==> config.mk <==
export PLATFORM = sky130hd
export DESIGN_NAME = ats_gen
export DESIGN_NICKNAME = d
export VERILOG_FILES = /design/src/rtl/ats_gen.sv
export SDC_FILE = /design/constraint.sdc
export NUM_CORES = 1
export LEC_CHECK = 0
export ABC_AREA = 1
export BUFFER_PORTS_ARGS = -buffer_cell sky130_fd_sc_hd__clkbuf_2
export CORE_ASPECT_RATIO = 0.6
export CORE_UTILIZATION = 48
export DETAILED_ROUTE_END_ITERATION = 6
export PLACE_DENSITY = 0.69
export SYNTH_ARGS = -nofsm -noshare
export SYNTH_HDL_FRONTEND = slang
export SYNTH_SLANG_ARGS = --single-unit
export TNS_END_PERCENT = 20
==> constraint.sdc <==
create_clock -name clk -period 4.4 [get_ports clk]
set_clock_uncertainty 0.15 [all_clocks]
set_input_delay 0.88 -clock clk [delete_from_list [all_inputs] [get_ports clk]]
set_output_delay 0.88 -clock clk [all_outputs]
set_load 0.02 [all_outputs]
==> src/rtl/ats_gen.sv <==
// ats_gen: round-robin arbitrated shift-add multiplier with saturated result.
// Optional feature macro: ATS_ACCUM_EN (adds clr_acc and a running accumulator).
module ats_gen #(
    parameter int CTRL_W = 16,
    parameter int DATA_W = 24,
    parameter int NCH    = 2
) (
    input  logic                  clk,
    input  logic                  reset,
`ifdef ATS_ACCUM_EN
    input  logic                  clr_acc,
`endif
    input  logic [NCH-1:0]        req,
    input  logic [NCH*CTRL_W-1:0] ctrlA,
    input  logic [NCH*CTRL_W-1:0] ctrlB,
    output logic [NCH-1:0]        gnt,
    output logic                  ready,
    output logic [1:0]            stat,
    output logic [DATA_W-1:0]     data
);

    localparam int PW   = 2 * CTRL_W;
    localparam int EW   = ((PW > DATA_W) ? PW : DATA_W) + 1;
    localparam int CW   = $clog2(CTRL_W + 1);
    localparam int PTRW = (NCH > 1) ? $clog2(NCH) : 1;

    typedef enum logic [1:0] {S_IDLE, S_MUL, S_DONE} state_t;

    state_t              r_state, w_state_nxt;
    logic [PTRW-1:0]     r_ptr, r_idx, w_sel;
    logic [NCH-1:0]      w_gnt_oh;
    logic                w_found;
    logic [CTRL_W-1:0]   w_a_sel, w_b_sel;
    logic [PW-1:0]       r_ap, r_prod;
    logic [CTRL_W-1:0]   r_bp;
    logic [CW-1:0]       r_cnt;
    logic [NCH-1:0]      r_gnt, w_gnt_nxt;
    logic                r_ready, w_ready_nxt;
    logic [1:0]          r_stat, w_stat_nxt, w_res_stat;
    logic [DATA_W-1:0]   r_data, w_data_nxt, w_res;
    logic [EW-1:0]       w_prod_ext;
    logic                w_prod_ovf;
    logic [DATA_W-1:0]   w_prod_sat;
`ifdef ATS_ACCUM_EN
    logic [DATA_W-1:0]   r_acc;
    logic [DATA_W:0]     w_acc_sum;
    logic                w_acc_ovf;
    logic [DATA_W-1:0]   w_acc_sat;
`endif

    assign gnt   = r_gnt;
    assign ready = r_ready;
    assign stat  = r_stat;
    assign data  = r_data;

    // Round-robin search: channels at/above the pointer first, then wrap below it.
    always_comb begin
        w_found  = 1'b0;
        w_sel    = '0;
        w_gnt_oh = '0;
        for (int unsigned c = 0; c < NCH; c++) begin
            if (!w_found && req[c] && (c >= 32'(r_ptr))) begin
                w_found     = 1'b1;
                w_sel       = PTRW'(c);
                w_gnt_oh[c] = 1'b1;
            end
        end
        for (int unsigned c = 0; c < NCH; c++) begin
            if (!w_found && req[c] && (c < 32'(r_ptr))) begin
                w_found     = 1'b1;
                w_sel       = PTRW'(c);
                w_gnt_oh[c] = 1'b1;
            end
        end
    end

    // Operand mux driven by the one-hot grant.
    always_comb begin
        w_a_sel = '0;
        w_b_sel = '0;
        for (int unsigned c = 0; c < NCH; c++) begin
            if (w_gnt_oh[c]) begin
                w_a_sel = ctrlA[c*CTRL_W +: CTRL_W];
                w_b_sel = ctrlB[c*CTRL_W +: CTRL_W];
            end
        end
    end

    // Saturation of the finished product (and of the running sum when enabled).
    always_comb begin
        w_prod_ext = EW'(r_prod);
        w_prod_ovf = |(w_prod_ext >> DATA_W);
        w_prod_sat = w_prod_ovf ? '1 : w_prod_ext[DATA_W-1:0];
`ifdef ATS_ACCUM_EN
        w_acc_sum  = {1'b0, r_acc} + {1'b0, w_prod_sat};
        w_acc_ovf  = w_acc_sum[DATA_W];
        w_acc_sat  = w_acc_ovf ? '1 : w_acc_sum[DATA_W-1:0];
        if (clr_acc) begin
            w_res      = '0;
            w_res_stat = 2'b10;
        end else begin
            w_res      = w_acc_sat;
            w_res_stat = (w_prod_ovf || w_acc_ovf) ? 2'b11 : 2'b10;
        end
`else
        w_res      = w_prod_sat;
        w_res_stat = w_prod_ovf ? 2'b11 : 2'b10;
`endif
    end

    // State register.
    always_ff @(posedge clk) begin
        if (!reset) r_state <= S_IDLE;
        else        r_state <= w_state_nxt;
    end

    // Next-state logic.
    always_comb begin
        w_state_nxt = r_state;
        case (r_state)
            S_IDLE:  if (|req) w_state_nxt = S_MUL;
            S_MUL:   if (r_cnt == CW'(CTRL_W - 1)) w_state_nxt = S_DONE;
            S_DONE:  w_state_nxt = S_IDLE;
            default: w_state_nxt = S_IDLE;
        endcase
    end

    // Output next values; ready is registered so it appears the cycle after DONE.
    always_comb begin
        w_gnt_nxt   = r_gnt;
        w_stat_nxt  = r_stat;
        w_data_nxt  = r_data;
        w_ready_nxt = 1'b0;
        case (r_state)
            S_IDLE: begin
                if (|req) begin
                    w_gnt_nxt  = w_gnt_oh;
                    w_stat_nxt = 2'b01;
                end else begin
                    w_gnt_nxt  = '0;
                    w_stat_nxt = 2'b00;
                end
            end
            S_DONE: begin
                w_ready_nxt = 1'b1;
                w_data_nxt  = w_res;
                w_stat_nxt  = w_res_stat;
            end
            default: ;
        endcase
    end

    // Output registers and multiplier datapath (A shifts left, B shifts right).
    always_ff @(posedge clk) begin
        if (!reset) begin
            r_gnt   <= '0;
            r_ready <= 1'b0;
            r_stat  <= 2'b00;
            r_data  <= '0;
            r_ptr   <= '0;
            r_idx   <= '0;
            r_ap    <= '0;
            r_bp    <= '0;
            r_prod  <= '0;
            r_cnt   <= '0;
        end else begin
            r_gnt   <= w_gnt_nxt;
            r_ready <= w_ready_nxt;
            r_stat  <= w_stat_nxt;
            r_data  <= w_data_nxt;
            case (r_state)
                S_IDLE: begin
                    if (|req) begin
                        r_idx  <= w_sel;
                        r_ap   <= PW'(w_a_sel);
                        r_bp   <= w_b_sel;
                        r_prod <= '0;
                        r_cnt  <= '0;
                    end
                end
                S_MUL: begin
                    if (r_bp[0]) r_prod <= r_prod + r_ap;
                    r_ap  <= r_ap << 1;
                    r_bp  <= r_bp >> 1;
                    r_cnt <= r_cnt + CW'(1);
                end
                S_DONE: begin
                    r_ptr <= (r_idx == PTRW'(NCH - 1)) ? '0 : r_idx + PTRW'(1);
                end
                default: ;
            endcase
        end
    end

`ifdef ATS_ACCUM_EN
    // Accumulator: clear has priority in every state, including DONE.
    always_ff @(posedge clk) begin
        if (!reset)                 r_acc <= '0;
        else if (clr_acc)           r_acc <= '0;
        else if (r_state == S_DONE) r_acc <= w_acc_sat;
    end
`endif

endmodule

-- After elaboration in Yosys (flattened, before gate mapping)
Cells that the tools add are included.
- word-level logic and storage cells: 65
- register bits: 118
- bits of input ports: 68
- mux-type cells: 28
- eq/ne operators: 6
- $lt $le $gt $ge: 2
- $add $sub $neg: 3
- reduce and logical (&&, ||, !) cells: 15
- operators by type and width (cell ; count):
    32-bit case mux with 2 select lines ; 2
    32-bit 2-to-1 mux ; 3
    16-bit 2-to-1 mux ; 5
    32-bit adder ; 1
    16-bit case mux with 2 select lines ; 1
    24-bit 2-to-1 mux ; 1
    5-bit case mux with 2 select lines ; 1
    1-bit 2-to-1 mux ; 9
    2-bit case mux with 2 select lines ; 2
    8-bit OR reduction ; 1
    2-bit 2-to-1 mux ; 3
    2-bit inequality test, second input constant ; 3
    2-bit AND reduction ; 3
    5-bit by 1-bit adder with 5-bit output, second input constant ; 1
    5-bit by 4-bit == test with 1-bit output, second input constant ; 1
    5-bit 2-to-1 mux ; 1
    1-bit logical AND ; 4
    2-bit nonzero test ; 2
    3-bit AND reduction ; 1
    2-bit by 1-bit == test with 1-bit output, second input constant ; 1
    2-bit == test, second input constant ; 1
    1-bit logical NOT ; 2
    2-bit logical NOT ; 1
    2-bit OR reduction ; 1
    other kinds (3) ; 3

-- Longest topological paths before layout
Gate-level depths: netlist of the first run.
- depth after elaboration: 14
- gate-level depth with buffers: 14

-- Worst setup path after synthesis of the first run
OpenSTA, ideal clock, no wires.
- path type: input-to-reg
- start point: input port req[0]
- end point: register r_bp[4]
- data required time: 4.122 ns
- setup time: 0.128 ns
- path buffers: 3
- cell stages on the path: 8
- slack: 2.216 ns
- arrival: 1.906 ns
- cells stage by stage: buf_2 -> nor2_1 -> nor2_4 -> nor2_2 -> buf_4 -> buf_6 -> a221oi_1 -> nor2_1
- cells in the longest elaborated chain, start to end: 13
- elaborated cells on any way between the ends: 17
- classes of those cells: 1 x eq/ne; 8 x mux; 8 x reduce/logical
- ends and longest elaborated chain (element ; RTL line ; text):
    start, declared ; 13 ; input logic [NCH-1:0] req,
    1-bit logical AND ; 62 ; if (!w_found && req[c] && (c >= 32'(r_ptr))) begin
    1-bit 2-to-1 mux ; 62 ;
    1-bit logical NOT ; 62 ;
    1-bit logical AND ; 62 ;
    1-bit 2-to-1 mux ; 62 ;
    1-bit logical NOT ; 69 ; if (!w_found && req[c] && (c < 32'(r_ptr))) begin
    1-bit logical AND (2 in a row) ; 69 ;
    1-bit 2-to-1 mux ; 69 ;
    16-bit 2-to-1 mux (2 in a row) ; 82 ; if (w_gnt_oh[c]) begin
    16-bit 2-to-1 mux ; 173 ; if (|req) begin
    16-bit case mux with 2 select lines ; 171 ; case (r_state)
    end signal, assigned ; 176 ; r_bp <= w_b_sel;
    end signal, assigned ; 184 ; r_bp <= r_bp >> 1;
    end, declared ; 35 ; logic [CTRL_W-1:0] r_bp;
Several ways; a longest one is shown, not always the timed one. The select of a mux whose other input is x is not followed.
A chain may end at the register's enable or synchronous reset.

-- Worst setup path in the final report of the first run
- start point: input port req[0]
- end point: register r_ap[9]
- cells in the longest elaborated chain, start to end: 13
- elaborated cells on any way between the ends: 17
- classes of those cells: 1 x eq/ne; 8 x mux; 8 x reduce/logical
- ends and longest elaborated chain (element ; RTL line ; text):
    1-bit logical AND ; 62 ;
    1-bit 2-to-1 mux ; 62 ;
    1-bit logical NOT ; 62 ;
    1-bit logical AND ; 62 ;
    1-bit 2-to-1 mux ; 62 ;
    1-bit logical NOT ; 69 ;
    1-bit logical AND (2 in a row) ; 69 ;
    1-bit 2-to-1 mux ; 69 ;
    16-bit 2-to-1 mux (2 in a row) ; 82 ;
    32-bit 2-to-1 mux ; 173 ;
    32-bit case mux with 2 select lines ; 171 ;
    end signal, assigned ; 175 ; r_ap <= PW'(w_a_sel);
    end signal, assigned ; 183 ; r_ap <= r_ap << 1;
    end, declared ; 34 ; logic [PW-1:0] r_ap, r_prod;
Several ways; a longest one is shown, not always the timed one. The select of a mux whose other input is x is not followed.

==> out/qor.log, run 1 <==
INFO  clock_network  cts_max_level=4
INFO  worst_hold_path worst_hold_path_type=flip-flop to flip-flop
INFO  clock_network  cts_tree=built
INFO  cells_and_area final_core_util=58.9%
INFO  cells_and_area instances_no_fill=1351
INFO  clock_network  cts_resized=0
INFO  detailed_routing drcViolationCount=0
INFO  clock_network  post-cts-setup-buffer-count=0
INFO  detailed_routing route.detailed.vias_per_inst=5.38
INFO  sta            period_minus_slack=2.76ns
INFO  detailed_routing vias=7263
INFO  global_route   global_route_wire_length_before_repair=32.6mm
INFO  die            core_area=0.0140mm2
INFO  logic_synthesis count_of_yosys_warnings_during_synthesis=0
INFO  setup_path     worstSetupStartpointType=input port
INFO  logic_synthesis postSynthAreaPerCell=6.56um2
INFO  global_route   grt_util_all_layers=28.0%
INFO  sta            tns=0ns
INFO  clock_network  cts_sinks=118
INFO  power          share_clk_of_total_power=51.4%
INFO  status         run_status=completed
INFO  detailed_routing drt-total-wl=20.2mm
INFO  sta            report.final.slew_viol_count=0
INFO  cells_and_area finish.net_count=1248
INFO  sta            max_clock_freq=363MHz
INFO  placed_design  dpl.hpwl=14.3mm
INFO  clock_network  cts_buffer_depth=2
INFO  flow_run       drv_cap=0
INFO  detailed_routing drtAntennaViolNets=0
INFO  sta            timing.final.crit_share=62.7%
INFO  logic_synthesis netlist_area=0.00704mm2
INFO  global_route   grt_antenna_before_repair=0
INFO  cells_and_area antenna-diode-count=0
INFO  logic_synthesis ys_top_cells_by_area=sky130_fd_sc_hd__dfxtp_1 34%, sky130_fd_sc_hd__nand2_1 17%, sky130_fd_sc_hd__inv_1 8.2%
INFO  cells_and_area drive_above_1_share=13.3%
INFO  sta            worst-slew-pin-transition=1.12ns
INFO  setup_path     setup.worst_path.class=input port to flip-flop
INFO  power          leakage_dissipation=0.00416uW
INFO  setup_path     critical_path.max_fanout=35
INFO  clock_network  clockRootBuffer=sky130_fd_sc_hd__clkbuf_16
INFO  clock_network  numCtsBuffers=17
INFO  clock_network  clk-insertion-delay-late=0.42ns
INFO  detailed_routing first_pass_iters=6
INFO  logic_synthesis yosysTopAreaCellShare=33.6%
INFO  logic_synthesis post-synth-top-area-cell=sky130_fd_sc_hd__dfxtp_1
INFO  die            dieWidth=158um
INFO  logic_synthesis postSynthCellCount=1073
INFO  global_route   number_of_global_route_vias_before_repair=6429
INFO  cells_and_area areaGrowthSynthToFinish=17.1%
INFO  sta            max_slew_margin=24.9%
INFO  placed_design  place_worst_setup_slack=1.26ns
INFO  detailed_routing drt-initial-drc-count=674
INFO  die            initial_utilization=50.3%
INFO  placed_design  port_buffer_cells=96
INFO  global_route   grt.overflow.total=0
INFO  die            rows=33
INFO  setup_path     worst-r2r-setup-slack=1.77ns
INFO  logic_synthesis synthDistinctLibCells=36
INFO  sta            hold_fails_final_rpt=0
INFO  sta            setup_violations=0
INFO  logic_synthesis synth_fp_nets=1175
INFO  power          internal_power=2180uW
INFO  die            die_area=0.0152mm2
INFO  global_route   grt_start_max_net_pins=69
INFO  setup_path     critPathArrivalTime=2.96ns
INFO  power          combPwrFrac=10.1%
INFO  clock_network  worst_setup_hold_path_clk_slew=0.06ns
INFO  power          p_total=2960uW
INFO  detailed_routing routedWlPerCell=14.9um
INFO  power          total_switching_power=787uW
INFO  setup_path     worstPathRequired=4.60ns
INFO  logic_synthesis register_bit_total_from_synthesis=118
INFO  power          seq_power_share=38.5%
INFO  die            floorplan.io_pins=97
INFO  power          power.density_cell_area=359mW/mm2
INFO  die            fp.dieH=95.8um
INFO  power          peakVddDrop=0.000206V
INFO  clock_network  ctsHoldBuffers=0
INFO  sta            setup_slack=1.64ns
INFO  placed_design  place.detailed.instances=1319
INFO  logic_synthesis ys_seq_area_share=33.6%
INFO  power          power.switching_fraction=26.6%
INFO  setup_path     endpoint_kind=flip-flop
INFO  placed_design  gp_congestion=0.946
INFO  sta            rsz0062_at_grt=false
[per-stage QoR]
stage          hold slack [ns]  area (um2)
2_1_floorplan            0.257        7040
3_3_place_gp             0.273        7600
3_5_place_dp             0.288        7600
4_1_cts                  0.296        8240
5_1_grt                  0.314        8240
6_report                 0.311        8240
[worst max-delay path, stage by stage]
cell	delay (ns)
sky130_fd_sc_hd__clkbuf_2	0.52
sky130_fd_sc_hd__nor2_1	0.18
sky130_fd_sc_hd__nor2_4	0.27
sky130_fd_sc_hd__nor2_4	0.04
sky130_fd_sc_hd__inv_1	0.69
sky130_fd_sc_hd__o21ai_0	0.20
sky130_fd_sc_hd__a21oi_1	0.16
[state kept, by name, summed over array words and instances, names as in the netlist, 2 cells and up]
name,count
data,24
gnt,2
r_ap,32
r_bp,16
r_cnt,5
r_prod,32
r_state,2
stat,2
[placed cells by master, fill, tap and decap left out, types with 17 or more instances in the layout]
| cell | count |
|---|---|
| sky130_fd_sc_hd__a32o_1 | 22 |
| sky130_fd_sc_hd__o21ai_0 | 41 |
| sky130_fd_sc_hd__nand2_1 | 317 |
| sky130_fd_sc_hd__inv_1 | 154 |
| sky130_fd_sc_hd__a21oi_1 | 109 |
| sky130_fd_sc_hd__clkbuf_2 | 96 |
| sky130_fd_sc_hd__nor2_1 | 59 |
| sky130_fd_sc_hd__dfxtp_1 | 118 |
| sky130_fd_sc_hd__clkbuf_16 | 17 |
| sky130_fd_sc_hd__nand3_1 | 78 |
| sky130_fd_sc_hd__o221ai_1 | 24 |
| sky130_fd_sc_hd__ha_1 | 33 |
[synth_stat cells (all sizes together)]
library cell / instances
nand2: 318
inv: 159
dfxtp: 118
a21oi: 109
nand3: 78
nor2: 64
o21ai: 41
ha: 33
clkbuf: 31
o221ai: 24
a32o: 22
buf: 17
a221oi: 9
or2: 9
nor3: 6
a22oi: 5
a21o: 4
nand3b: 4
o22ai: 4
nand4: 3
nor4: 3
o21bai: 3
a211oi: 2
o32ai: 2
a31oi: 1
clkinv: 1
fa: 1
o211ai: 1
xor2: 1
[path summary, 6_finish.rpt]
path,startpoint,to,depth (start not counted)
worst max-delay path,req[0],r_ap[9],7
worst min register to register,r_idx,r_ptr,1
worst max register to register,r_prod[31],data[0],4
worst min-delay path,r_idx,r_ptr,1
[area by class of cell]
| cell class | count | area, um2 |
|---|---|---|
| clock buffer | 17 | 425 |
| clock inverter | 15 | 215 |
| fill | 1321 | 5760 |
| inverter | 160 | 601 |
| multi-input combinational | 747 | 3870 |
| sequential | 118 | 2360 |
| tap | 192 | 240 |
| timing repair buffer | 102 | 526 |
[cell families (layout without fill, tap and decap cells)]
logic type               count (synthesis)  after routing  synth area share, %
flip-flops                             118            118                 33.6
buffers and inverters                  208            294                 11.6
AND/OR/NAND/NOR                        485            485                 28.4
XOR/XNOR                                 1              1                0.124
AO/OA/AOI/OAI                          227            227                 20.2
adder cells (fa/ha/maj)                 34             34                 6.15
[power groups by stage]
| stage | Clock, uW | Combinational (uW) | Sequential, uW |
|---|---|---|---|
| after global placement | 0 | 290 | 1160 |
| final | 1520 | 298 | 1140 |
| after global routing | 1590 | 336 | 1140 |
| after detailed placement | 0 | 294 | 1160 |
| after floorplan | 0 | 211 | 1150 |
| after CTS | 1540 | 296 | 1140 |
[routing by layer]
layer	vias up	track usage (%)	share of wire, %	wire, um
met4	0	7.13	1.2	244
met1	3306	41.5	51	10300
met3	23	5.00	6.8	1370
met5	-	0	0	0
met2	238	41.2	41	8210
li1	3696	-	-	-
No activity file was read; power rests on OpenSTA's default activity.
==> run 2: changes to the inputs <==
--- a/config.mk
+++ b/config.mk
@@ -10,7 +10,7 @@
 export CORE_ASPECT_RATIO = 0.6
 export CORE_UTILIZATION = 48
 export DETAILED_ROUTE_END_ITERATION = 6
-export PLACE_DENSITY = 0.69
+export PLACE_DENSITY = 0.71
 export SYNTH_ARGS = -nofsm -noshare
 export SYNTH_HDL_FRONTEND = slang
 export SYNTH_SLANG_ARGS = --single-unit
==> constraint.sdc (replaced) <==
create_clock -name clk -period 2.31 [get_ports clk]
set_clock_uncertainty 0.15 [all_clocks]
set_input_delay 0.462 -clock clk [delete_from_list [all_inputs] [get_ports clk]]
set_output_delay 0.462 -clock clk [all_outputs]
set_load 0.02 [all_outputs]
==> out/qor.log, run 2 (synthesized netlist as in run 1, its figures left out) <==
INFO  die            dieWidth=158um [unchanged]
INFO  clock_network  cts_sinks=118 [unchanged]
INFO  setup_path     worstSetupStartpointType=flip-flop
INFO  die            core_area=0.0140mm2 [unchanged]
INFO  detailed_routing drt-total-wl=20.6mm [+2.2%]
INFO  sta            max_clock_freq=469MHz
INFO  power          seq_power_share=40.3% [+1.8 points]
INFO  die            floorplan.io_pins=97 [unchanged]
INFO  placed_design  place.detailed.instances=1334 [+1.1%]
INFO  cells_and_area instances_no_fill=1365 [+1.0%]
INFO  cells_and_area finalInstanceArea=0.00834mm2 [+1.3%]
INFO  setup_path     worst_path_largest_cell_delay=0.37ns [-0.32 ns]
INFO  global_route   top_usage_layer=met1
INFO  global_route   gr-usage-met2=41.4% [+0.22 points]
INFO  power          internal_power=3930uW [+81%]
INFO  die            fp.dieH=95.8um [unchanged]
INFO  clock_network  numCtsBuffers=17 [unchanged]
INFO  setup_path     worstPathCellList=ha_1 -> inv_1 -> fa_1 -> inv_2 -> nand3_1 -> nand3_2 -> nand3_1 -> nand3_2 -> o21ai_0 -> a21o_1 -> a21oi_1
INFO  sta            max_slew_margin=65.3% [+40 points]
INFO  detailed_routing first_pass_iters=5 [-1]
INFO  power          power.switching_fraction=27.0% [+0.40 points]
INFO  detailed_routing routedWlPerCell=15.1um [+1.2%]
INFO  detailed_routing drtAntennaViolNets=0 [unchanged]
INFO  sta            timing.final.crit_share=92.2%
INFO  power          leakage_dissipation=0.00423uW [+1.7%]
INFO  cells_and_area most_frequent_standard_cell_in_the_layout_excluding_fill_and_tap_cells=sky130_fd_sc_hd__nand2_1
INFO  clock_network  cts_buffer_depth=2 [unchanged]
INFO  global_route   met3_usage=4.50% [-0.50 points]
INFO  cells_and_area areaGrowthSynthToFinish=18.5%
INFO  clock_network  cts_tree=built
INFO  status         run_status=completed
INFO  placed_design  dpl.hpwl=15.3mm [+7.4%]
INFO  setup_path     setup.worst_path.class=flip-flop to flip-flop
INFO  cells_and_area antenna-diode-count=0 [unchanged]
INFO  global_route   grt.overflow.total=0 [unchanged]
INFO  setup_path     timing.critical_path.slowest_stage_cell=sky130_fd_sc_hd__fa_1
INFO  global_route   number_of_global_route_vias_before_repair=6673 [+3.8%]
INFO  power          power.density_cell_area=645mW/mm2 [+79%]
INFO  power          total_switching_power=1450uW [+84%]
INFO  sta            report.final.slew_viol_count=0 [unchanged]
INFO  global_route   grt_util_all_layers=29.0% [+1.1 points]
INFO  clock_network  worst_setup_hold_path_clk_slew=0.05ns [about the same]
INFO  power          peakVddDrop=0.000421V [+100%]
INFO  clock_network  cts_max_level=4 [unchanged]
INFO  detailed_routing drcViolationCount=0 [unchanged]
INFO  clock_network  clk-insertion-delay-late=0.42ns [about the same]
INFO  power          combPwrFrac=11.4% [+1.3 points]
INFO  placed_design  port_buffer_cells=96 [unchanged]
INFO  clock_network  clockRootBuffer=sky130_fd_sc_hd__clkbuf_16
INFO  cells_and_area final_cell_mix=314 x sky130_fd_sc_hd__nand2_1, 153 x sky130_fd_sc_hd__inv_1, 118 x sky130_fd_sc_hd__dfxtp_1, 109 x sky130_fd_sc_hd__a21oi_1, 96 x sky130_fd_sc_hd__clkbuf_2
INFO  cells_and_area fill_cells=1325 [+0.30%]
INFO  global_route   global_route_wire_length_before_repair=34.0mm [+4.4%]
INFO  die            initial_utilization=50.3% [unchanged]
INFO  setup_path     worstPathRequired=2.50ns [-2.10 ns]
INFO  global_route   grt_antenna_before_repair=0 [unchanged]
INFO  clock_network  cts_resized=0 [unchanged]
INFO  cells_and_area drive_above_1_share=15.0% [+1.7 points]
INFO  setup_path     endpoint_kind=flip-flop
INFO  placed_design  dpl_cell_area=0.00774mm2 [+1.8%]
INFO  sta            hold-worst-slack=0.225ns [-0.0861 ns]
INFO  sta            period_minus_slack=2.13ns
INFO  worst_hold_path worst_hold_path_type=input port to flip-flop
INFO  sta            hold_fails_final_rpt=0 [unchanged]
INFO  placed_design  gp_congestion=0.987 [+4.3%]
INFO  clock_network  ctsHoldBuffers=0 [unchanged]
INFO  power          p_total=5380uW [+82%]
INFO  cells_and_area finish.net_count=1263 [+1.2%]
INFO  global_route   grt_use_met1=44.6% [+3.1 points]
INFO  detailed_routing route.detailed.vias_per_inst=5.42 [+0.88%]
INFO  global_route   grt_start_max_net_pins=40 [-42%]
INFO  clock_network  post-cts-setup-buffer-count=0 [unchanged]
INFO  setup_path     critical_path.max_fanout=5 [-86%]
INFO  sta            setup_violations=0 [unchanged]
INFO  flow_run       drv_cap=0 [unchanged]
INFO  die            die_area=0.0152mm2 [unchanged]
INFO  setup_path     critPathArrivalTime=2.32ns [-0.64 ns]
INFO  detailed_routing drt-initial-drc-count=680 [+0.89%]
INFO  sta            worst-slew-pin-transition=0.520ns [-0.604 ns]
INFO  detailed_routing vias=7403 [+1.9%]
INFO  die            rows=33 [unchanged]
INFO  power          share_clk_of_total_power=48.3% [-3.1 points]
==> run 2: worst paths after layout <==
path              from          to  slack, ns  depth (start not counted)
max            r_ap[0]  r_prod[12]       0.18                         11
min          ctrlB[17]     r_bp[1]       0.23                          5
max reg2reg    r_ap[0]  r_prod[12]       0.18                         11
min reg2reg      r_idx       r_ptr       0.29                          1
==> run 2: critical path: cells and delay by family, from the launching register on <==
kind | cells | cell delay [ns]
adders and majority gates | 2 | 0.57
AOI/OAI and AO/OA | 3 | 0.40
buffers and inverters | 2 | 0.16
DFF | 1 | 0.35
and+or+nand+nor | 4 | 0.43
==> run 2: through the flow <==
step	setup TNS (ns)	util [%]	worst slack, ns
after floorplan	0	-	0.379
after global placement	0	55.3	0.0795
after detailed placement	0	55.3	0.129
after CTS	0	59.4	0.101
after global routing	-0.00813	59.6	-0.00813
final	0	59.6	0.180
==> run 2: layout make-up <==
cell class / count / area [um2] / share of cell area, %
Clock buffer: 18 / 429 / 5.14
Clock inverter: 13 / 150 / 1.80
Inverter: 160 / 601 / 7.20
Multi-Input combinational cell: 747 / 3900 / 46.7
Sequential cell: 118 / 2360 / 28.3
Tap cell: 192 / 240 / 2.88
Timing Repair Buffer: 117 / 663 / 7.95
==> run 2: per-layer routing <==
| metal | vias up | share of wire [%] |
|---|---|---|
| met4 | 0 | 1.3 |
| li1 | 3712 | - |
| met5 | - | 0 |
| met2 | 276 | 39 |
| met1 | 3392 | 51 |
| met3 | 23 | 8.6 |
==> run 2: power by group through the flow <==
stage	clock network, uW	registers (uW)	logic, uW
2_1_floorplan	0	2200	402
3_3_place_gp	0	2210	594
3_5_place_dp	0	2210	596
4_1_cts	2630	2170	601
5_1_grt	2730	2180	676
6_report	2600	2170	612
==> run 3: changes to the inputs <==
--- a/config.mk
+++ b/config.mk
@@ -8,6 +8,7 @@
 export ABC_AREA = 1
 export BUFFER_PORTS_ARGS = -buffer_cell sky130_fd_sc_hd__clkbuf_2
 export CORE_ASPECT_RATIO = 0.6
+export CORE_MARGIN = 3
 export CORE_UTILIZATION = 48
 export DETAILED_ROUTE_END_ITERATION = 6
 export PLACE_DENSITY = 0.71
==> out/qor.log, run 3 (synthesized netlist as in run 1, its figures left out) <==
INFO  status         run_status=completed
INFO  sta            setup_violations=0 [unchanged]
INFO  setup_path     setup.worst_path.class=flip-flop to flip-flop
INFO  clock_network  cts_buffer_depth=2 [unchanged]
INFO  detailed_routing first_pass_iters=5 [unchanged]
INFO  placed_design  port_buffer_cells=96 [unchanged]
INFO  detailed_routing drt-total-wl=20.7mm [+0.33%]
INFO  sta            max_slew_margin=68.5% [+3.2 points]
INFO  sta            timing.final.crit_share=94.0% [+1.8 points]
INFO  clock_network  cts_max_level=4 [unchanged]
INFO  global_route   grt_antenna_before_repair=0 [unchanged]
INFO  sta            rsz0062_at_grt=false
INFO  cells_and_area finalInstanceArea=0.00837mm2 [+0.33%]
INFO  die            initial_utilization=50.3% [unchanged]
INFO  power          leakage_dissipation=0.00425uW [+0.28%]
INFO  power          peakVddDrop=0.000430V [+2.1%]
INFO  global_route   grt_start_max_net_pins=69 [+73%]
INFO  clock_network  post-cts-setup-buffer-count=0 [unchanged]
INFO  setup_path     worstSetupStartpointType=flip-flop
INFO  global_route   number_of_global_route_vias_before_repair=6563 [-1.6%]
INFO  detailed_routing route.detailed.vias_per_inst=5.43 [about the same]
INFO  detailed_routing drcViolationCount=0 [unchanged]
INFO  global_route   grt_use_met1=39.9% [-4.7 points]
INFO  cells_and_area fill_cells=1361 [+2.7%]
INFO  detailed_routing drt-initial-drc-count=608 [-11%]
INFO  cells_and_area antenna-diode-count=0 [unchanged]
INFO  sta            setup_slack=0.139ns [-0.0407 ns]
INFO  cells_and_area multi_input_comb_area=0.00391mm2 [+0.19%]
INFO  global_route   gr-usage-met2=36.3% [-5.1 points]
INFO  placed_design  dpl.hpwl=15.2mm [-0.83%]
INFO  setup_path     r2r_end=r_prod[24]
INFO  setup_path     critPathArrivalTime=2.32ns [about the same]
INFO  cells_and_area most_frequent_standard_cell_in_the_layout_excluding_fill_and_tap_cells=sky130_fd_sc_hd__nand2_1
INFO  cells_and_area drive_above_1_share=15.5% [+0.47 points]
INFO  global_route   met3_usage=5.40% [+0.90 points]
INFO  setup_path     timing.critical_path.slowest_stage_cell=sky130_fd_sc_hd__ha_1
INFO  sta            period_minus_slack=2.17ns [+0.0407 ns]
INFO  die            floorplan.io_pins=97 [unchanged]
INFO  setup_path     endpoint_kind=flip-flop
INFO  clock_network  cts_resized=0 [unchanged]
INFO  sta            hold-worst-slack=0.210ns [-0.0156 ns]
INFO  cells_and_area final_cell_mix=313 x sky130_fd_sc_hd__nand2_1, 153 x sky130_fd_sc_hd__inv_1, 118 x sky130_fd_sc_hd__dfxtp_1, 108 x sky130_fd_sc_hd__a21oi_1, 96 x sky130_fd_sc_hd__clkbuf_2
INFO  clock_network  worst_setup_hold_path_clk_slew=0.06ns [about the same]
INFO  die            core_area=0.0140mm2 [unchanged]
INFO  clock_network  cts_sinks=118 [unchanged]
INFO  setup_path     critical_path.reg2reg.startpoint=r_ap[15]
INFO  clock_network  ctsHoldBuffers=0 [unchanged]
INFO  setup_path     crit_top_cell=sky130_fd_sc_hd__nand2_1
INFO  global_route   grt.overflow.total=0 [unchanged]
INFO  global_route   global_route_wire_length_before_repair=33.7mm [-0.95%]
INFO  sta            tns=0ns [unchanged]
INFO  setup_path     worst_path_largest_cell_delay=0.41ns [+0.04 ns]
INFO  sta            max_clock_freq=461MHz [-1.9%]
INFO  sta            hold_fails_final_rpt=0 [unchanged]
INFO  detailed_routing drtAntennaViolNets=0 [unchanged]
INFO  clock_network  cts_tree=built
INFO  sta            worst-slew-pin-transition=0.469ns [-0.0510 ns]
INFO  setup_path     worstPathCellList=ha_1 -> nand2_1 -> nor2_1 -> inv_1 -> o21bai_2 -> nand2_1 -> nand3_1 -> nand2_1 -> nand3_1 -> a21oi_1
INFO  global_route   top_usage_layer=met1
INFO  clock_network  clk-insertion-delay-late=0.42ns [about the same]
INFO  worst_hold_path hold_start=ctrlB[17]
INFO  setup_path     critical_path.max_fanout=5 [unchanged]
INFO  detailed_routing vias=7424 [+0.28%]
INFO  power          power.density_cell_area=642mW/mm2 [-0.54%]
INFO  detailed_routing routedWlPerCell=15.1um [+0.11%]
INFO  clock_network  numCtsBuffers=17 [unchanged]
INFO  cells_and_area finish.net_count=1265 [+0.16%]
INFO  setup_path     worstPathRequired=2.46ns [-0.04 ns]
INFO  die            die_area=0.0162mm2 [+6.8%]
INFO  sta            report.final.slew_viol_count=0 [unchanged]
INFO  placed_design  dpl_cell_area=0.00776mm2 [+0.36%]
INFO  die            dieWidth=162um [+2.5%]
INFO  setup_path     worstRegToRegCells=10 [-1]
INFO  clock_network  clockRootBuffer=sky130_fd_sc_hd__clkbuf_16
INFO  placed_design  place_worst_setup_slack=0.108ns [-0.0205 ns]
INFO  cells_and_area register_area=0.00236mm2 [unchanged]
INFO  cells_and_area final_core_util=59.8% [+0.20 points]
INFO  placed_design  gp_congestion=0.958 [-2.9%]
INFO  worst_hold_path min_delay_path_depth=5 [unchanged]
INFO  worst_hold_path worst_hold_path_type=input port to flip-flop
INFO  die            rows=33 [unchanged]
INFO  worst_hold_path worst_hold_path.endpoint=r_bp[1]
INFO  global_route   grt_util_all_layers=25.8% [-3.2 points]
INFO  cells_and_area areaGrowthSynthToFinish=18.9%
INFO  die            fp.dieH=99.8um [+4.2%]
INFO  flow_run       drv_cap=0 [unchanged]
INFO  setup_path     worst-r2r-setup-slack=0.14ns [-0.04 ns]
run 3: critical path, delay by kind of cell (launching register included):
family / cells / cell delay, ns
simple gates: 6 / 0.75
fa+ha+maj: 1 / 0.41
flops: 1 / 0.36
compound gates: 2 / 0.30
buf+inv: 1 / 0.09
run 3: power breakdown:
group / total (uW) / internal (uW) / switching (uW)
sequential: 2170 / 2110 / 60.0
combinational: 619 / 237 / 382
clock: 2580 / 1500 / 1080
total: 5370 / 3850 / 1520
run 3: cell type report:
class                   count  share of cell area (%)
multi-input cells         747                    46.7
flip-flops and latches    118                    28.2
repair buffers            119                    8.25
inverters                 160                    7.17
clock buffers              17                    5.08
well taps                 192                    2.87
clock inverters            15                    1.75
run 3: per-stage QoR:
| stage | cells | power [uW] |
|---|---|---|
| final | 1368 | 5370 |
| after global routing | 1368 | 5580 |
| after CTS | 1368 | 5390 |
| after detailed placement | 1336 | 2820 |
| after global placement | 1336 | 2810 |
| after floorplan | 1073 | 2600 |
run 3: worst max path at each step:
stage               depth (start not counted)  slack (ns)      start    endpoint
finish                                     10        0.14   r_ap[15]  r_prod[24]
global route                               12        0.01    r_ap[6]  r_prod[27]
CTS                                        10        0.09   r_ap[15]  r_prod[24]
detailed placement                         13        0.11  r_prod[0]  r_prod[20]
global placement                           13        0.17  r_prod[0]  r_prod[20]
floorplan                                  13        0.38    r_ap[0]  r_prod[28]
run 3: metal layers:
layer,share of wire (%),wire length (um)
met5,0,0
met4,1.0,217
met3,7.6,1570
met2,40,8360
met1,51,10500
